## config.mk

```make
export PLATFORM = sky130hd
export DESIGN_NAME = timer_sched_flat
export DESIGN_NICKNAME = d
export VERILOG_FILES = /design/src/rtl/timer_pkg.sv /design/src/rtl/timer_sched_if.sv /design/src/rtl/timer_prescaler.sv /design/src/rtl/timer_sched.sv /design/src/flat_wrapper.sv
export SDC_FILE = /design/constraint.sdc
export NUM_CORES = 1
export LEC_CHECK = 0
export CORE_MARGIN = 3
export CORE_UTILIZATION = 26
export CTS_BUF_LIST = sky130_fd_sc_hd__clkbuf_2
export DETAILED_ROUTE_END_ITERATION = 10
export PLACE_DENSITY = 0.42
export REMOVE_ABC_BUFFERS = 1
export SYNTH_ARGS = -nofsm -noshare
export SYNTH_HDL_FRONTEND = slang
export SYNTH_SLANG_ARGS = --single-unit
```

## constraint.sdc

```tcl
create_clock -name clk -period 15.8 [get_ports clk]
set_clock_uncertainty 0.2 [all_clocks]
set_input_delay 3.16 -clock clk [delete_from_list [all_inputs] [get_ports clk]]
set_output_delay 3.16 -clock clk [all_outputs]
set_load 0.01 [all_outputs]
```

## src/rtl/timer_pkg.sv

```systemverilog
// Shared defaults, channel state type and the pending-channel priority encoder
// for the millisecond timer scheduler.
package timer_pkg;

   localparam int unsigned DEF_CLK_DIV = 50000;
   localparam int unsigned DEF_NUM_CH  = 4;
   localparam int unsigned DEF_CNT_W   = 16;
   localparam int unsigned CH_W        = $clog2(DEF_NUM_CH);

   typedef logic [DEF_CNT_W-1:0] cnt_t;

   typedef struct packed {
      cnt_t cnt;
      cnt_t period;
      logic en;
      logic periodic;
   } chan_t;

   // Index of the lowest set bit; 0 when nothing is set (up to 8 channels)
   function automatic logic [2:0] prio_enc(input logic [7:0] pend);
      logic [2:0] idx;
      idx = '0;
      for (int i = 7; i >= 0; i--) begin
         if (pend[i]) idx = 3'(i);
      end
      return idx;
   endfunction

endpackage

```

## src/rtl/timer_sched_if.sv

```systemverilog
// CPU-side configuration, readback and interrupt handshake bundle of timer_sched.
interface timer_sched_if
   import timer_pkg::*;
#(
   parameter int unsigned NUM_CH = DEF_NUM_CH,
   parameter int unsigned CNT_W  = DEF_CNT_W
);
   localparam int unsigned IDX_W = $clog2(NUM_CH);

   logic              cfg_we;
   logic [IDX_W-1:0]  cfg_ch;
   logic [CNT_W-1:0]  cfg_period;
   logic              cfg_en;
   logic              cfg_periodic;
   logic [IDX_W-1:0]  rd_ch;
   logic [CNT_W-1:0]  rd_cnt;
   logic              tick;
   logic              irq;
   logic [IDX_W-1:0]  irq_ch;
   logic              irq_ack;
   logic [NUM_CH-1:0] ovf;

   modport master (
      output cfg_we, cfg_ch, cfg_period, cfg_en, cfg_periodic, rd_ch, irq_ack,
      input  rd_cnt, tick, irq, irq_ch, ovf
   );

   modport slave (
      input  cfg_we, cfg_ch, cfg_period, cfg_en, cfg_periodic, rd_ch, irq_ack,
      output rd_cnt, tick, irq, irq_ch, ovf
   );

endinterface

```

## src/rtl/timer_prescaler.sv

```systemverilog
// Free-running divider producing a one-cycle enable every CLK_DIV clocks.
module timer_prescaler
   import timer_pkg::*;
#(
   parameter int unsigned CLK_DIV = DEF_CLK_DIV
) (
   input  logic clk,
   input  logic rst,
   output logic tick
);
   localparam int unsigned PW = $clog2(CLK_DIV);

   logic [PW-1:0] r_cnt;
   logic          r_tick;
   logic          w_wrap;

   assign w_wrap = (r_cnt == PW'(CLK_DIV - 1));

   always_ff @(posedge clk or posedge rst) begin
      if (rst) begin
         r_cnt  <= '0;
         r_tick <= 1'b0;
      end else begin
         r_tick <= w_wrap;
         r_cnt  <= w_wrap ? '0 : r_cnt + PW'(1);
      end
   end

   assign tick = r_tick;

endmodule

```

## src/rtl/timer_sched.sv

```systemverilog
// Multi-channel tick-driven down-counters with latched expiries, presented to
// the CPU lowest channel first through an acknowledge handshake.
module timer_sched
   import timer_pkg::*;
#(
   parameter int unsigned CLK_DIV = DEF_CLK_DIV,
   parameter int unsigned NUM_CH  = DEF_NUM_CH,
   parameter int unsigned CNT_W   = DEF_CNT_W
) (
   input logic           clk,
   input logic           rst,
   timer_sched_if.slave  bus
);
   localparam int unsigned IDX_W = $clog2(NUM_CH);

   logic             w_tick;
   logic [NUM_CH-1:0] w_pend;
   logic [NUM_CH-1:0] w_ovf;
   logic [CNT_W-1:0] w_cnt [NUM_CH];
   logic             r_irq;
   logic [IDX_W-1:0] r_irq_ch;

   timer_prescaler #(.CLK_DIV(CLK_DIV)) u_prescaler (
      .clk  (clk),
      .rst  (rst),
      .tick (w_tick)
   );

   for (genvar gi = 0; gi < NUM_CH; gi++) begin : g_ch
      chan_t r_st;
      logic  r_pend;
      logic  r_ovf;
      logic  w_cfg;
      logic  w_ack;
      logic  w_exp;

      assign w_cfg = bus.cfg_we && (bus.cfg_ch == IDX_W'(gi));
      assign w_ack = bus.irq_ack && r_irq && (r_irq_ch == IDX_W'(gi));
      assign w_exp = w_tick && r_st.en && (r_st.cnt == cnt_t'(1));

      // A config write overrides both the tick and an acknowledge on this channel
      always_ff @(posedge clk or posedge rst) begin
         if (rst) begin
            r_st   <= '0;
            r_pend <= 1'b0;
            r_ovf  <= 1'b0;
         end else if (w_cfg) begin
            r_st.cnt      <= cnt_t'(bus.cfg_period);
            r_st.period   <= cnt_t'(bus.cfg_period);
            r_st.en       <= bus.cfg_en && (bus.cfg_period != '0);
            r_st.periodic <= bus.cfg_periodic;
            r_pend        <= 1'b0;
            r_ovf         <= 1'b0;
         end else begin
            if (w_tick && r_st.en) begin
               if (r_st.cnt > cnt_t'(1)) begin
                  r_st.cnt <= r_st.cnt - cnt_t'(1);
               end else if (w_exp) begin
                  if (r_st.periodic) begin
                     r_st.cnt <= r_st.period;
                  end else begin
                     r_st.cnt <= '0;
                     r_st.en  <= 1'b0;
                  end
               end
            end
            // An ack in the expiry cycle consumes the older event, so no overrun
            r_pend <= w_exp | (r_pend & ~w_ack);
            r_ovf  <= ~w_ack & (r_ovf | (w_exp & r_pend));
         end
      end

      assign w_cnt[gi]  = CNT_W'(r_st.cnt);
      assign w_pend[gi] = r_pend;
      assign w_ovf[gi]  = r_ovf;
   end

   always_ff @(posedge clk or posedge rst) begin
      if (rst) begin
         r_irq    <= 1'b0;
         r_irq_ch <= '0;
      end else begin
         r_irq    <= |w_pend;
         r_irq_ch <= IDX_W'(prio_enc(8'(w_pend)));
      end
   end

   assign bus.tick   = w_tick;
   assign bus.irq    = r_irq;
   assign bus.irq_ch = r_irq_ch;
   assign bus.ovf    = w_ovf;
   assign bus.rd_cnt = w_cnt[bus.rd_ch];

endmodule

```

## src/flat_wrapper.sv

```systemverilog
// flat-port wrapper written by rule: the top's interface ports become plain ports
module timer_sched_flat import timer_pkg::*;
#(
   parameter int unsigned CLK_DIV = DEF_CLK_DIV,
   parameter int unsigned NUM_CH  = DEF_NUM_CH,
   parameter int unsigned CNT_W   = DEF_CNT_W
)
  (clk, rst, bus_cfg_we, bus_cfg_ch, bus_cfg_period, bus_cfg_en, bus_cfg_periodic, bus_rd_ch, bus_irq_ack, bus_rd_cnt, bus_tick, bus_irq, bus_irq_ch, bus_ovf);
  timer_sched_if #(.NUM_CH(NUM_CH), .CNT_W(CNT_W)) bus_i ();
  input logic clk;
  input logic rst;
  input wire logic [$bits(bus_i.cfg_we)-1:0] bus_cfg_we;
  input wire logic [$bits(bus_i.cfg_ch)-1:0] bus_cfg_ch;
  input wire logic [$bits(bus_i.cfg_period)-1:0] bus_cfg_period;
  input wire logic [$bits(bus_i.cfg_en)-1:0] bus_cfg_en;
  input wire logic [$bits(bus_i.cfg_periodic)-1:0] bus_cfg_periodic;
  input wire logic [$bits(bus_i.rd_ch)-1:0] bus_rd_ch;
  input wire logic [$bits(bus_i.irq_ack)-1:0] bus_irq_ack;
  output wire logic [$bits(bus_i.rd_cnt)-1:0] bus_rd_cnt;
  output wire logic [$bits(bus_i.tick)-1:0] bus_tick;
  output wire logic [$bits(bus_i.irq)-1:0] bus_irq;
  output wire logic [$bits(bus_i.irq_ch)-1:0] bus_irq_ch;
  output wire logic [$bits(bus_i.ovf)-1:0] bus_ovf;
  assign bus_i.cfg_we = bus_cfg_we;
  assign bus_i.cfg_ch = bus_cfg_ch;
  assign bus_i.cfg_period = bus_cfg_period;
  assign bus_i.cfg_en = bus_cfg_en;
  assign bus_i.cfg_periodic = bus_cfg_periodic;
  assign bus_i.rd_ch = bus_rd_ch;
  assign bus_i.irq_ack = bus_irq_ack;
  assign bus_rd_cnt = bus_i.rd_cnt;
  assign bus_tick = bus_i.tick;
  assign bus_irq = bus_i.irq;
  assign bus_irq_ch = bus_i.irq_ch;
  assign bus_ovf = bus_i.ovf;
  timer_sched #(.CLK_DIV(CLK_DIV), .NUM_CH(NUM_CH), .CNT_W(CNT_W)) u_core (.clk(clk), .rst(rst), .bus(bus_i));
endmodule
```

==> results of run 1 <==
==> layer usage <==
layer | track usage, % | vias up | share of wire, %
met1 | 25.2 | 4136 | 47
met4 | 5.11 | 0 | 2.2
li1 | - | 3984 | -
met2 | 29.1 | 195 | 46
met3 | 3.75 | 33 | 4.6
met5 | 0 | - | 0
==> synthesized netlist by cell type, drive strengths merged (4+ instances only) <==
library cell | n | share of area [%]
ha | 9 | 1.2
nand3 | 34 | 1.8
dfrtp | 164 | 45
a311oi | 11 | 1.0
nand4 | 14 | 0.95
nand2b | 8 | 0.54
or2 | 8 | 0.54
nand3b | 4 | 0.33
inv | 16 | 0.65
xnor2 | 9 | 0.86
clkbuf | 54 | 2.2
a22o | 14 | 1.3
mux4 | 16 | 4.0
or4 | 10 | 0.88
o311ai | 7 | 0.67
o21ai | 93 | 5.1
a21oi | 46 | 2.5
buf | 11 | 0.71
nand2 | 271 | 11
nor2b | 4 | 0.27
or3 | 11 | 0.75
nor3 | 31 | 1.7
nor2 | 90 | 3.7
o31ai | 6 | 0.49
a31oi | 20 | 1.4
and3 | 12 | 0.81
o41ai | 6 | 0.57
nor4 | 23 | 1.6
nor3b | 4 | 0.33
xor2 | 9 | 0.86
a221oi | 6 | 0.57
and2 | 7 | 0.48
o22ai | 6 | 0.41
a211oi | 4 | 0.33
o21a | 7 | 0.57
o211ai | 11 | 0.90
==> power by group through the flow <==
stage	combinational [W]	clock (W)	sequential, W
floorplan	0.000240	0	0.000576
global placement	0.000348	0	0.000654
detailed placement	0.000349	0	0.000651
CTS	0.000351	0.000243	0.000643
global route	0.000393	0.000260	0.000657
finish	0.000349	0.000232	0.000646
==> stage by stage <==
| step | hold WS [ns] | instance area (um2) |
|---|---|---|
| 3_3_place_gp | 0.255 | 10200 |
| 5_1_grt | 0.323 | 10400 |
| 4_1_cts | 0.288 | 10400 |
| 6_report | 0.289 | 10400 |
| 2_1_floorplan | 0.233 | 8950 |
| 3_5_place_dp | 0.258 | 10200 |
==> final cells by class <==
cell class	instances	area [um2]
antenna	1	2.50
tap	455	569
clock inverter	15	133
timing repair buffer	68	633
clock buffer	17	85.1
inverter	16	65.1
sequential	164	4100
multi-input combinational	847	4790
fill	3765	24300
==> worst max-delay path, cell delays in order <==
cell,delay (ns)
clkdlybuf4s50_1,1.16
mux4_2,0.66
clkdlybuf4s50_1,0.51
==> state kept, by name (all words and copies together), names as in the netlist <==
name	cells
u_core.bus.irq	1
u_core.g_ch.r_ovf	4
u_core.bus.irq_ch	2
u_core.g_ch.r_st	136
u_core.u_prescaler.tick	1
u_core.g_ch.r_pend	4
u_core.u_prescaler.r_cnt	16
==> cells by family after synthesis <==
group	Yosys count	share of synthesized area, %
XOR/XNOR	18	1.71
multiplexers	16	3.95
buffers and inverters	81	3.56
adder cells (fa/ha/maj)	9	1.22
AND/OR/NAND/NOR	539	26.4
AO/OA/AOI/OAI	265	18.6
flip-flops	164	44.5
==> how the worst min path moves through the flow <==
stage                                        to  slack (ns)  cells after the start
CTS                 u_core.u_prescaler.r_cnt[0]        0.29                      1
detailed placement      u_core.g_ch[2].r_st[15]        0.26                      2
finish              u_core.u_prescaler.r_cnt[0]        0.29                      1
global placement         u_core.g_ch[2].r_st[4]        0.26                      2
floorplan           u_core.u_prescaler.r_cnt[0]        0.23                      1
global route        u_core.u_prescaler.r_cnt[0]        0.32                      1
==> results_dict.tcl, run 1 <==
set metrics [dict create \
    grt_pass1_vias 8261 \
    final_antenna_net_count 0 \
    leakagePower_nw 4.36 \
    clk_transition_reported_paths_ns 0.30 \
    cts_buffer_depth 2 \
    dr_total_vias 8348 \
    grt_max_degree 62 \
    dpl_worst_slack_ns 6.88 \
    critical_path_required_ns 12.44 \
    clkLatencyLatePin_ns 0.82 \
    final_cell_mix "nand2_1, dfrtp_1, o21ai_0" \
    p_int_w 0.000714 \
    rsz0062_at_grt "no" \
    tightest_slew_ns 1.03 \
    maxCapViolCount 0 \
    power_density_nw_per_um2 118 \
    synth_cell_type_count 64 \
    drt_iter0_drc 568 \
    switchingPower_w 0.000514 \
    final_nets 1149 \
    drv_slew 0 \
    syn2layout_area_growth_pct 12.7 \
    layout-drive-gt1-share_pct 7.45 \
    first_pass_iters 6 \
    final_cell_count_no_fill 1583 \
    synth_edf_count 0 \
    rr_startpoint "u_core.g_ch[3].r_st[29]" \
    outcome "finished clean" \
    antenna_found_initial 1 \
    start_kind "input pin" \
    setup_viol 0 \
    crit_path_max_fanout 16 \
    r2r_cells 6 \
    grt_pass1_wl_um 53100 \
    die_w_um 194 \
    criticalPathCategory "in -> out" \
    r2r_end "u_core.g_ch[3].r_st[30]" \
    async_flop_share_pct 100 \
    cts_buffers 17 \
    final_common_cell "nand2_1" \
    gr-total-overflow 0 \
    wl_per_cell_um 21.7 \
    irDropWorstVdd_uv 52.7 \
    vias_per_cell 5.27 \
    track_usage_pct 18.2 \
    synth_ff_type "dfrtp_1" \
    drc 0 \
    p_total_w 0.00123 \
    post-route-util_pct 29.9 \
    yosysSeqAreaShare_pct 44.5 \
    hpwl_um 24100 \
    endpoint "bus_rd_cnt[2]" \
    arrival_ns 5.49 \
    hold_viol_final 0 \
    io_buffers 49 \
    rows 68 \
    cts_root_buf "clkbuf_2" \
    reg2reg_setup_slack_ns 12.32 \
    min_period_ns 8.85 \
    clock_power_share_pct 18.9 \
    slew_headroom_pct 30.3 \
    cts.sinks 164 \
    p_seq_share_pct 52.6 \
    cp-startpoint "bus_rd_ch[0]" \
    start_util_pct 26.5 \
    pin_count 50 \
    endpoint_kind "output port" \
    syn_area_um2 9220 \
    cts_tree "done" \
    ys_ff_latch 164 \
    h-tree-depth 4 \
    comb_power_share_pct 28.4 \
    cts_hold_buf 0 \
    fmax_ghz 0.113 \
    synthCells 1092 \
    hold_path.startpoint "u_core.u_prescaler.r_cnt[0]" \
    syn_area_per_cell_um2 8.44 \
    gp_congestion 0.850 \
    hold_path_class "reg -> reg" \
    dp.cells 1550 \
    finalCritPeriodShare_pct 56.0 \
    fp.coreArea_um2 34700 \
    ys_warn_count 0 \
    tns_ns 0 \
    fin_ws_ns 6.95 \
    die_height_um 194 \
    p_sw_share_pct 41.8 \
    die_area_um2 37700 \
    cts-resized-gates 0 \
    wirelength_um 34300 \
    postCtsSetupRepairBufs 0 \
]
Note: power is estimated with default switching activity, not from simulation.
==> inputs of run 2 (changes only) <==
==> constraint.sdc (replaced) <==
create_clock -name clk -period 9.3 [get_ports clk]
set_clock_uncertainty 0.2 [all_clocks]
set_input_delay 1.86 -clock clk [delete_from_list [all_inputs] [get_ports clk]]
set_output_delay 1.86 -clock clk [all_outputs]
set_load 0.01 [all_outputs]
==> run 2 against run 1 <==
Effect of this change: global-route usage about the same; utilization rose by 0.18 points; routed wire length is 0.33% higher; die area did not move; total power increased by 75%; critical path type unchanged; critical endpoint is now bus_rd_cnt[0]; largest cell class unchanged.
==> results_dict.tcl, run 2 (synthesis results as in run 1) <==
set metrics [dict create \
    rows 68 \
    vias_per_cell 5.35 \
    critPathSlowestCell "clkdlybuf4s50_1" \
    crit_path_max_fanout 16 \
    syn2layout_area_growth_pct 13.4 \
    cp-startpoint "bus_rd_ch[0]" \
    critPathTopFamily "buffers and inverters" \
    grt_max_degree 65 \
    critical_path_required_ns 7.24 \
    grt_pass1_wl_um 53200 \
    start_util_pct 26.5 \
    drv_slew 0 \
    hpwl_um 24100 \
    final_antenna_net_count 0 \
    setup_viol 0 \
    gr-total-overflow 0 \
    path_buf_inv 2 \
    layout-drive-gt1-share_pct 7.71 \
    first_pass_iters 6 \
    cpMostUsedCell "clkdlybuf4s50_1" \
    final_nets 1150 \
    h-tree-depth 4 \
    fp.coreArea_um2 34700 \
    largest-register "u_core.g_ch.r_st" \
    cts-resized-gates 0 \
    power_density_nw_per_um2 205 \
    rsz0062_at_grt "no" \
    cts.sinks 164 \
    wl_per_cell_um 21.7 \
    drt_iter0_drc 624 \
    cts_tree "done" \
    clkLatencyLatePin_ns 0.82 \
    leakagePower_nw 4.38 \
    nFillCells 3757 \
    min_period_ns 6.27 \
    wirelength_um 34400 \
    irDropWorstVdd_uv 87.3 \
    tightest_slew_ns 1.08 \
    cts_root_buf "clkbuf_2" \
    track_usage_pct 18.2 \
    arrival_ns 4.21 \
    cts_buffer_depth 2 \
    endpoint_kind "output port" \
    finalCritPeriodShare_pct 67.4 \
    die_w_um 194 \
    criticalPathCategory "in -> out" \
    dr_total_vias 8477 \
    die_area_um2 37700 \
    dp.cells 1551 \
    fmax_ghz 0.159 \
    io_buffers 49 \
    worstPathCellList "clkdlybuf4s50_1 > mux4_2 > clkdlybuf4s50_1" \
    pin_count 50 \
    die_height_um 194 \
    hold_path_class "reg -> reg" \
    outcome "finished clean" \
    maxCapViolCount 0 \
    hold_path.startpoint "u_core.u_prescaler.r_cnt[0]" \
    cts_buffers 17 \
    drc 0 \
    clk_transition_reported_paths_ns 0.32 \
    cts_hold_buf 0 \
    largestRegisters "u_core.g_ch.r_st: 136 flops, u_core.u_prescaler.r_cnt: 16 flops" \
    start_kind "input pin" \
    hold_viol_final 0 \
    antenna_found_initial 2 \
    slew_headroom_pct 27.1 \
    largest_register_ffs 136 \
    grt_pass1_vias 8208 \
    final_common_cell "nand2_1" \
    final_cell_count_no_fill 1585 \
    tns_ns 0 \
    critPathMaxStageDelay_ns 1.17 \
    final_cell_mix "nand2_1, dfrtp_1, o21ai_0" \
    rr_startpoint "u_core.g_ch[3].r_st[29]" \
    postCtsSetupRepairBufs 0 \
    gp_congestion 0.871 \
]
-- run 2: cell types whose count changed in the layout (fill, tap and decap cells not counted), moves of 2 or more --
cell	change
clkinv_2	-3
clkinv_1	-2
inv_8	+2
inv_6	+3
clkinv_4	-3
-- run 2: power by group --
group | internal (W) | total [W] | switching, W
logic | 0.000264 | 0.000594 | 0.000331
registers | 0.000850 | 0.00110 | 0.000252
clock network | 0.000137 | 0.000450 | 0.000313
total | 0.00125 | 0.00215 | 0.000896
-- run 2: routing by layer --
metal	track usage, %	routed length [um]	up-vias	part of all wire (%)
met2	29.6	16200	224	47
met4	3.99	563	0	1.6
met5	0	0	-	0
li1	-	-	3981	-
met3	2.95	1700	27	4.9
met1	25.8	15900	4245	46
-- run 2: layout make-up --
class                           instances  area [um2]  share of cell area [%]
Sequential cell                       164        4100                    39.3
Inverter                               16        65.1                   0.623
Clock inverter                         15         186                    1.78
Multi-Input combinational cell        847        4790                    45.9
Tap cell                              455         569                    5.45
Clock buffer                           17        85.1                   0.814
Antenna cell                            2        5.00                  0.0479
Timing Repair Buffer                   69         641                    6.13
-- run 2: path summary, 6_finish.rpt --
path / to / slack [ns] / cells past startpoint
max: bus_rd_cnt[0] / 3.03 / 3
min: u_core.u_prescaler.r_cnt[0] / 0.28 / 1
max reg2reg: u_core.g_ch[3].r_st[31] / 5.72 / 5
min reg2reg: u_core.u_prescaler.r_cnt[0] / 0.28 / 1
max in group asynchronous: u_core.u_prescaler.r_cnt[15] / 6.38 / 3
min in group asynchronous: u_core.g_ch[2].r_st[22] / 1.22 / 2
-- run 2: stage by stage --
| step | util (%) | power [W] | hold slack (ns) | instance area, um2 | worst slack [ns] |
|---|---|---|---|---|---|
| floorplan | - | 0.00139 | 0.233 | 8950 | 2.81 |
| global placement | 29.3 | 0.00171 | 0.254 | 10200 | 2.99 |
| detailed placement | 29.3 | 0.00170 | 0.257 | 10200 | 3.00 |
| CTS | 30.1 | 0.00216 | 0.285 | 10400 | 3.00 |
| global route | 30.1 | 0.00228 | 0.307 | 10400 | 2.88 |
| finish | 30.1 | 0.00215 | 0.280 | 10400 | 3.03 |
==> inputs of run 3 (changes only) <==
--- a/config.mk
+++ b/config.mk
@@ -9,7 +9,7 @@
 export CORE_UTILIZATION = 26
 export CTS_BUF_LIST = sky130_fd_sc_hd__clkbuf_2
 export DETAILED_ROUTE_END_ITERATION = 10
-export PLACE_DENSITY = 0.42
+export PLACE_DENSITY = 0.44
 export REMOVE_ABC_BUFFERS = 1
 export SYNTH_ARGS = -nofsm -noshare
 export SYNTH_HDL_FRONTEND = slang
==> constraint.sdc (replaced) <==
create_clock -name clk -period 5.4 [get_ports clk]
set_clock_uncertainty 0.2 [all_clocks]
set_input_delay 1.08 -clock clk [delete_from_list [all_inputs] [get_ports clk]]
set_output_delay 1.08 -clock clk [all_outputs]
set_load 0.01 [all_outputs]
==> run 3 against run 2 <==
Effect of this change: sequential power increased by 73%; critical path type unchanged; sequential share of layout area about the same; combinational power increased by 73%; design area about the same; worst hold slack got worse by 0.00091 ns; non-clock buffer count decreased by 1; count of clock-buffer cells in the layout unchanged; largest power group unchanged; global-route usage decreased by 0.31 points.
==> results_dict.tcl, run 3 (synthesis results as in run 1) <==
set metrics [dict create \
    gp_congestion 0.912 \
    final_cell_mix "nand2_1, dfrtp_1, o21ai_0" \
    multi_input_area_um2 4790 \
    cts_buffers 17 \
    final_common_cell "nand2_1" \
    die_w_um 194 \
    cts_tree "done" \
    cts-resized-gates 0 \
    dp.cells 1550 \
    rsz0062_at_grt "no" \
    wirelength_um 34100 \
    whs_ns 0.279 \
    setup_viol 0 \
    fp.coreArea_um2 34700 \
    io_buffers 49 \
    critPathMaxStageDelay_ns 0.95 \
    cts_buffer_depth 2 \
    drc 0 \
    antenna_found_initial 1 \
    largest_register_ffs 136 \
    postCtsSetupRepairBufs 0 \
    cpMostUsedCell "clkdlybuf4s50_1" \
    wl_per_cell_um 21.5 \
    cts_root_buf "clkbuf_2" \
    grt_pass1_wl_um 52500 \
    final_nets 1149 \
    nFillCells 3696 \
    critical_path_required_ns 4.12 \
    pin_count 50 \
    crit_path_max_fanout 16 \
    clk_transition_reported_paths_ns 0.25 \
    finalCritPeriodShare_pct 78.9 \
    cts_hold_buf 0 \
    drv_slew 0 \
    h-tree-depth 4 \
    hpwl_um 24300 \
    die_area_um2 37700 \
    largest-register "u_core.g_ch.r_st" \
    reg2reg_setup_slack_ns 1.82 \
    seqCellArea_um2 4100 \
    criticalPathCategory "in -> out" \
    irDropWorstVdd_uv 154 \
    vias_per_cell 5.38 \
    grt_max_degree 72 \
    clkLatencyLatePin_ns 0.81 \
    start_kind "input pin" \
    largestRegisters "u_core.g_ch.r_st: 136 flops, u_core.u_prescaler.r_cnt: 16 flops" \
    min_period_ns 4.26 \
    tightest_slew_ns 1.18 \
    syn2layout_area_growth_pct 13.3 \
    critPathSlowestCell "clkdlybuf4s50_1" \
    dr_total_vias 8513 \
    final_antenna_net_count 0 \
    hold_viol_final 0 \
    grt_pass1_vias 8268 \
    power_density_nw_per_um2 353 \
    final_cell_count_no_fill 1583 \
    p_total_w 0.00368 \
    gr-total-overflow 0 \
    layout-drive-gt1-share_pct 7.54 \
    cts.sinks 164 \
    tns_ns 0 \
    outcome "finished clean" \
    first_pass_iters 5 \
    start_util_pct 26.5 \
    worstPathCellList "clkdlybuf4s50_1 > mux4_2 > clkdlybuf4s50_1" \
    leakagePower_nw 4.38 \
    rows 68 \
    drt_iter0_drc 810 \
    maxCapViolCount 0 \
    track_usage_pct 17.9 \
    slew_headroom_pct 20.9 \
    endpoint_kind "output port" \
    hold_path_class "reg -> reg" \
    fmax_ghz 0.235 \
    post-route-util_pct 30.1 \
    arrival_ns 2.98 \
    die_height_um 194 \
]
==> run 3: cell types whose count changed in the layout (fill, tap and decap cells not counted) <==
cell	before	now
clkinv_2	0	2
inv_6	6	5
buf_4	20	18
clkinv_8	1	0
clkinv_4	2	3
inv_8	3	0
buf_12	0	1
clkinv_1	0	1
bufinv_16	2	3
diode_2	2	1
==> run 3: final cells by class <==
cell class	instances	area share (%)
tap	455	5.45
antenna	1	0.0240
clock buffer	17	0.815
clock inverter	15	1.73
inverter	16	0.623
timing repair buffer	68	6.18
multi-input combinational	847	45.9
sequential	164	39.3
==> run 3: critical path, delay by kind of cell <==
| family | cells | cell delay, ns |
|---|---|---|
| buffers and inverters | 2 | 1.45 |
| muxes | 1 | 0.45 |
==> run 3: per-layer routing <==
layer | share of wire [%] | up-vias | track usage (%)
met1 | 46 | 4303 | 25.1
met2 | 48 | 208 | 29.0
li1 | - | 3978 | -
met4 | 1.5 | 0 | 4.07
met5 | 0 | - | 0
met3 | 4.9 | 24 | 3.21
==> run 3: power breakdown <==
part           switching [W]  internal [W]  leakage (nW)
clock               0.000493      0.000264         0.153
sequential          0.000435       0.00146          2.05
combinational       0.000574      0.000454          2.17
total                0.00150       0.00218          4.38
==> run 3: metrics by stage <==
| stage | area [um2] | worst slack, ns |
|---|---|---|
| 2_1_floorplan | 8950 | -0.313 |
| 3_3_place_gp | 10200 | 1.14 |
| 6_report | 10400 | 1.14 |
| 5_1_grt | 10400 | 1.08 |
| 3_5_place_dp | 10200 | 1.15 |
| 4_1_cts | 10400 | 1.15 |
==> run 3: worst paths after layout <==
check	startpoint	end	cells past startpoint
min reg2reg	u_core.u_prescaler.r_cnt[0]	u_core.u_prescaler.r_cnt[0]	1
min in group asynchronous	rst	u_core.g_ch[2].r_st[10]	2
max reg2reg	u_core.g_ch[2].r_st[22]	u_core.g_ch[2].r_st[18]	6
min	u_core.u_prescaler.r_cnt[0]	u_core.u_prescaler.r_cnt[0]	1
max	bus_rd_ch[1]	bus_rd_cnt[0]	3
max in group asynchronous	rst	u_core.g_ch[0].r_st[33]	3
